===== src/rtl/seven_segment_monitor.sv =====
// seven_segment_monitor: debounce/decode a 7-seg bus and check 0-9 ordering; period counter built only with SEG7_MON_PERIOD_EN
module seven_segment_monitor #(
  parameter int STABLE_CYCLES = 4,
  parameter int PERIOD_W = 24
) (
  input  logic                clk,
  input  logic                rst_n,
  input  logic [6:0]          segments,
  input  logic                clear,
  output logic [3:0]          digit,
  output logic                digit_valid,
  output logic                blank,
  output logic                digit_strobe,
  output logic                seq_error,
  output logic                bad_pattern,
  output logic [PERIOD_W-1:0] period
);
  localparam int SW = $clog2(STABLE_CYCLES + 1);
  localparam logic [SW-1:0] SMAX = SW'(STABLE_CYCLES);
  localparam logic [SW-1:0] SPRE = SW'(STABLE_CYCLES - 1);
  logic [6:0] s_q, cand, accepted;
  logic [SW-1:0] stab;
  logic have_prev, acc;
  logic [4:0] dec;
  logic [3:0] nxt;
  // acceptance fires on the edge where stab reaches its threshold
  always_comb begin
    acc = s_q == cand && stab == SPRE && cand != accepted;
    nxt = digit == 4'd9 ? 4'd0 : digit + 4'd1;
    dec = 5'h00;
    case (cand)
      7'h3F: dec = 5'h10;
      7'h06: dec = 5'h11;
      7'h5B: dec = 5'h12;
      7'h4F: dec = 5'h13;
      7'h66: dec = 5'h14;
      7'h6D: dec = 5'h15;
      7'h7D: dec = 5'h16;
      7'h07: dec = 5'h17;
      7'h7F: dec = 5'h18;
      7'h6F: dec = 5'h19;
      default: dec = 5'h00;
    endcase
  end
  always_ff @(posedge clk) begin
    if (!rst_n) begin
      s_q <= '0;
      cand <= '0;
      accepted <= '0;
      stab <= '0;
      have_prev <= 1'b0;
      digit <= '0;
      digit_valid <= 1'b0;
      blank <= 1'b0;
      digit_strobe <= 1'b0;
      seq_error <= 1'b0;
      bad_pattern <= 1'b0;
    end else begin
      s_q <= segments;
      cand <= s_q;
      stab <= s_q != cand ? '0 : stab == SMAX ? stab : stab + SW'(1);
      digit_strobe <= acc;
      if (clear) begin
        seq_error <= 1'b0;
        bad_pattern <= 1'b0;
      end
      if (acc) begin
        accepted <= cand;
        digit_valid <= dec[4];
        blank <= cand == 7'h00;
        have_prev <= dec[4];
        if (dec[4]) digit <= dec[3:0];
        if (dec[4] && have_prev && dec[3:0] != nxt) seq_error <= 1'b1;
        if (!dec[4] && cand != 7'h00) bad_pattern <= 1'b1;
      end
    end
  end
`ifdef SEG7_MON_PERIOD_EN
  logic [PERIOD_W-1:0] cyc;
  logic started;
  always_ff @(posedge clk) begin
    if (!rst_n) begin
      cyc <= '0;
      started <= 1'b0;
      period <= '0;
    end else if (acc) begin
      cyc <= PERIOD_W'(1);
      started <= 1'b1;
      if (started) period <= cyc;
    end else if (cyc != '1) begin
      cyc <= cyc + PERIOD_W'(1);
    end
  end
`else
  assign period = '0;
`endif
endmodule


===== config.mk =====
export PLATFORM = sky130hd
export DESIGN_NAME = seven_segment_monitor
export DESIGN_NICKNAME = d
export VERILOG_FILES = /design/src/rtl/seven_segment_monitor.sv
export SDC_FILE = /design/constraint.sdc
export NUM_CORES = 1
export LEC_CHECK = 0
export ABC_AREA = 1
export BUFFER_PORTS_ARGS = -buffer_cell sky130_fd_sc_hd__buf_2
export CAP_MARGIN = 0
export CORE_ASPECT_RATIO = 2
export CORE_UTILIZATION = 45
export CTS_BUF_LIST = sky130_fd_sc_hd__clkbuf_2 sky130_fd_sc_hd__clkbuf_4 sky130_fd_sc_hd__clkbuf_8
export CTS_CLUSTER_DIAMETER = 60
export DETAILED_ROUTE_END_ITERATION = 8
export PLACE_DENSITY = 0.71
export SYNTH_ARGS = -nofsm -noshare
export SYNTH_HDL_FRONTEND = slang
export SYNTH_SLANG_ARGS = --single-unit

===== constraint.sdc =====
create_clock -name clk -period 1.6 [get_ports clk]
set_clock_uncertainty 0.2 [all_clocks]
set_input_delay 0.32 -clock clk [delete_from_list [all_inputs] [get_ports clk]]
set_output_delay 0.32 -clock clk [all_outputs]
set_load 0.02 [all_outputs]

After elaboration in Yosys (flattened, before gate mapping)
Cells that the tools add are included. W data, S select, Z words.

Flip-flop bits (word level): 33. Input port bits: 10. Logic and storage cells: 48.

Bitwise logic cells: 1. Reduce and logical (&&, ||, !) cells: 10. Muxes and demuxes: 8. $add $sub $neg: 2. Eq/ne operators: 17.

Operator list (number): $pmux W5 S10 (1); $eq A7 B7 Y1 const B (7); $eq A7 B3 Y1 const B (2); $ne A7 B7 Y1 (2); $eq A7 B6 Y1 const B (1); $eq A7 B7 Y1 (1); $logic_not A7 Y1 (1); $reduce_bool A7 Y1 (1); $mux W1 (6); $logic_and A1 B1 Y1 (5); $add A4 B1 Y4 const B (1); $eq A4 B4 Y1 const B (1); $mux W4 (1); $ne A4 B4 Y1 (1); $add A3 B1 Y3 const B (1); $eq A3 B2 Y1 const B (1); $eq A3 B3 Y1 const B (1); $reduce_and A2 Y1 (1); $reduce_or A2 Y1 (1); $logic_not A1 Y1 (1); $not A1 Y1 (1).

Depth between registers and ports, before layout
Word-level depth: 6. Mapped depth: 14.

Least setup slack after synthesis
OpenSTA, ideal clock, no wires.

Kind: reg2reg. Start: register cand[0]. End: register bad_pattern. Slack: -0.061 ns. Period minus slack after synthesis: 1.661 ns. Cell stages (with the launch flop): 10. Arrival: 1.342 ns. Library setup time: 0.119 ns. Cells stage by stage: dfxtp_1 buf_2 or2_0 a21oi_1 nand3_1 nand2_2 clkinv_2 buf_12 nand4_4 a21oi_2.

Cells in the longest elaborated chain, start to end: 6.

RTL lines: start: declaration (RTL line 21) `logic [6:0] s_q, cand, accepted;`; start signal: assignment (RTL line 60) `cand <= s_q;`; $eq A7 B7 Y1, or another cell as far along (RTL line 31) `case (cand)`; $pmux W5 S10 (RTL line 31); $logic_not A1 Y1 (RTL line 74) `if (!dec[4] && cand != 7'h00) bad_pattern <= 1'b1;`; $logic_and A1 B1 Y1 (RTL line 74); $mux W1 (RTL line 74); $mux W1 * (RTL line 67) `if (acc) begin`; end signal: assignment (RTL line 57) `bad_pattern <= 1'b0;`; end signal: assignment (RTL line 65) `bad_pattern <= 1'b0;`; end signal: assignment (RTL line 74); end: declaration (RTL line 15) `output logic bad_pattern,`.

Every way passes the cells marked *; elsewhere a longest branch is shown, timed or not. A chain may end at the register's enable or synchronous reset.

Final worst setup path
Start: register cand[0]. End: register digit[1].

Cells in the longest elaborated chain, start to end: 4.

RTL lines: branches (longest 4 deep; another with $pmux W5 S10); end signal: assignment (RTL line 72) `if (dec[4]) digit <= dec[3:0];`; end: declaration (RTL line 10) `output logic [3:0] digit,`.

Several ways; the timed one is not identified.

==> results.md <==
- Status: finished, violations left
- Failing checks: setup timing
- Crit path to: digit[1]$_SDFFE_PN0P_
- DR DRC count: 0
- Hold_ws: around 0.0072 ns
- Hold Crit Start: segments[5]
- Initial antenna violation count: 0
- R2R setup slack: -0.1 ns
- Drt pass-1 iters: 4
- Grt ovf: 0
- Sequential power share: 50.7%
- Port bufs: 18
- Fraction of registers with async set/reset: 0%
- I/O pin cnt: 43
- Tot GR Track Use: approximately 20%
- YS warnings: 0
- Initial Utilization: a little under half
- Share of cells above drive strength 1: a little under a third
- Top Metal Used: met4
- Cells after synthesis: ~300
- Top FF cell, synth: dfxtp_1
- CTS H-Tree Depth: 2
- Clock Power Share: a little over a third
- Synth area leaders: dfxtp_1 (33%), nand2_1 (16%), buf_4 (9.9%)
- Die footprint: 4670 sq um
- Core area: 4130 sq um
- First-pass GRT wire length: ~6800 microns
- Fmax: 589 MHz
- Syn_area_per_cell: approximately 6.7 sq um
- DR vias: 1,813
- Max-cap violation count: 0
- Drt via density: 4.58
- Longest Clk Path Bufs: 2
- Crit path launch type: flop
- Diode count: 0
- Combinational Power Share: between 10% and 20%
- FF-to-FF path depth: 10
- Worst reg2reg startpoint: cand[0]$_SDFF_PN0_
- Crit path arrival time: approximately 1.7 ns
- Worst hold path class: input pin to flop
- Finished Cell Area: ~2400 sq um
- Power density cells: around 700 nW/um^2
- Number of flops mapped to enable cells by yosys: 0
- Root Driver: clkbuf_8
- Number of global-route vias before repair: 1,728
- Min-Delay Path Depth: 3
- Gpl congestion: 0.831
- Area grow syn2layout: 22.8%
- Site Rows: 33
- Clock Pin Slew Worst Setup and Hold Paths: 0.07 ns
- Final ANT Viol Nets: 0
- Critical Path RT: about 1.6 ns
- Post-synth cell types: 29
- Met1 wire length: around 1400 microns
- Largest net degree at the start of global routing: 24
- Biggest area consumer among synthesized cells: dfxtp_1
- TritonCTS Buffers: 5
- Die height: about 96 microns
- Slew Limit Fails: 0
- Clk_lat worst skew: 0.29 ns
- Synthesized area: approximately 2000 sq um
- Final setup TNS: -1.19 ns
- RSZ-0062 raised after global routing: yes
- CP max FO: 7
- Crit end category: flop
- Peak VDD IR: around 540 uV
- Crit path kind: flop to flop
- Setup violators final: 16
- Detailed Route WL: between 4000 and 5000 microns
- Final Hold Viols: 0
- Crit path launch: cand[0]$_SDFF_PN0_
- Sw frac: 27.9%
- Top cell type's share of synthesized area: about a third
- Leak Pwr: between 1 and 1.5 nW
- Final Net Count: about 360
- CTS Sinks: 33
- Initial DRC count: between 50 and 60
- Detailed-routed wire length on met3: 183 microns
- Seq/Total Area, Yosys: 33.5%
- HPWL Detailed: about 3000 microns
- Setup ws final: -0.0989 ns
- Crit Reg-Reg Endpoint: digit[1]$_SDFFE_PN0P_
- Met2 WL: 2390 microns
- Final min period: 1.70 ns
- Die X: about 49 microns
- Placed instance area: around 2200 sq um
- Pre-CTS WS: -0.243 ns
- Power Internal: approximately 1.2 mW
- Final cycle utilization of the critical path: 106%
- Avg WL per Cell: between 10 and 15 microns
- CTS tree: done
- Switching Power: 0.472 mW
- Yosys reg bits: 33
-- placed cells by master (no fill, tap or decap), types with 5 or more instances in the layout --
cell type,netlist,final
dfxtp_4,0,5
a21oi_1,18,18
nand2_2,5,10
nor2_1,26,23
o21ai_1,2,5
dfxtp_1,33,25
inv_2,7,7
buf_4,26,27
nor2_2,4,7
conb_1,1,24
xor2_1,5,5
inv_1,38,37
nand2_1,85,79
nand3_1,12,11
buf_2,2,18
o21ai_2,0,6
clkbuf_8,0,5
-- layer usage --
layer | GRT usage (%) | up-vias
met5 | 0 | -
met4 | 15.4 | 0
met3 | 4.15 | 20
met2 | 41.0 | 59
met1 | 14.6 | 791
li1 | - | 943
-- state kept, by name, indices dropped and copies added (netlist names) --
register,cells
accepted,7
bad_pattern,1
blank,1
cand,7
digit,4
digit_strobe,1
have_prev,1
s_q,7
seq_error,1
stab,3
-- timing repair --
item                       4_1_cts  5_1_grt
pin swaps                        6        5
buffers inserted                 3        0
gates cloned                     2        0
setup endpoints to repair       18       19
hold buffers                     2        0
hold endpoints to repair         2        0
resized for setup               31       13
-- stage by stage --
stage | power [mW] | utilization [%] | cells
after global routing | 1.78 | 58.7 | 396
final | 1.69 | 58.7 | 396
after global placement | 1.08 | 52.9 | 381
after detailed placement | 1.08 | 52.9 | 381
after CTS | 1.71 | 57.9 | 396
after floorplan | 1.06 | - | 318
-- power by group through the flow --
stage	Clock (mW)	Sequential (mW)	Combinational [mW]
after floorplan	0	0.868	0.197
after global placement	0	0.878	0.198
after detailed placement	0	0.879	0.200
after CTS	0.631	0.856	0.220
after global routing	0.671	0.861	0.249
final	0.608	0.857	0.225
-- area by class of cell --
type / count / area, sq um
Inverter: 46 / 180
Multi-Input combinational cell: 206 / 1050
Fill cell: 400 / 1710
Clock buffer: 5 / 68.8
Tap cell: 52 / 65.1
Timing Repair Buffer: 49 / 344
Sequential cell: 33 / 683
Timing Repair inverter: 2 / 17.5
Clock inverter: 3 / 17.5
-- cell usage after synthesis (all sizes together) (2+ instances only) --
| master | n |
|---|---|
| a21oi | 19 |
| buf | 30 |
| clkbuf | 3 |
| dfxtp | 33 |
| ha | 3 |
| inv | 45 |
| nand2 | 90 |
| nand3 | 14 |
| nor2 | 31 |
| nor3 | 2 |
| o21ai | 12 |
| xnor2 | 3 |
| xor2 | 5 |
-- how the worst min path moves through the flow --
stage	endpoint
2_1_floorplan	cand[5]$_SDFF_PN0_
3_3_place_gp	cand[5]$_SDFF_PN0_
3_5_place_dp	cand[5]$_SDFF_PN0_
4_1_cts	s_q[5]$_SDFF_PN0_
5_1_grt	s_q[3]$_SDFF_PN0_
6_report	s_q[5]$_SDFF_PN0_
-- worst max-delay path, stage by stage, from the launching register on --
cell	delay, ns
dfxtp_4	0.40
inv_4	0.04
nand2_1	0.05
nand2_1	0.06
nor2_1	0.12
nand2_2	0.10
nor3_4	0.23
nand2_4	0.15
nor2_1	0.13
a21oi_1	0.06
nor2_1	0.11
-- kinds of logic after synthesis --
group,share of synthesized area (%)
and+or+nand+nor,31.1
buffers and inverters,21.4
DFF,33.5
AOI/OAI and AO/OA,8.43
xor gates and xnor gates,3.55
adders and majority gates,1.90
other,0.190
Note: power is estimated with default switching activity, not from simulation.
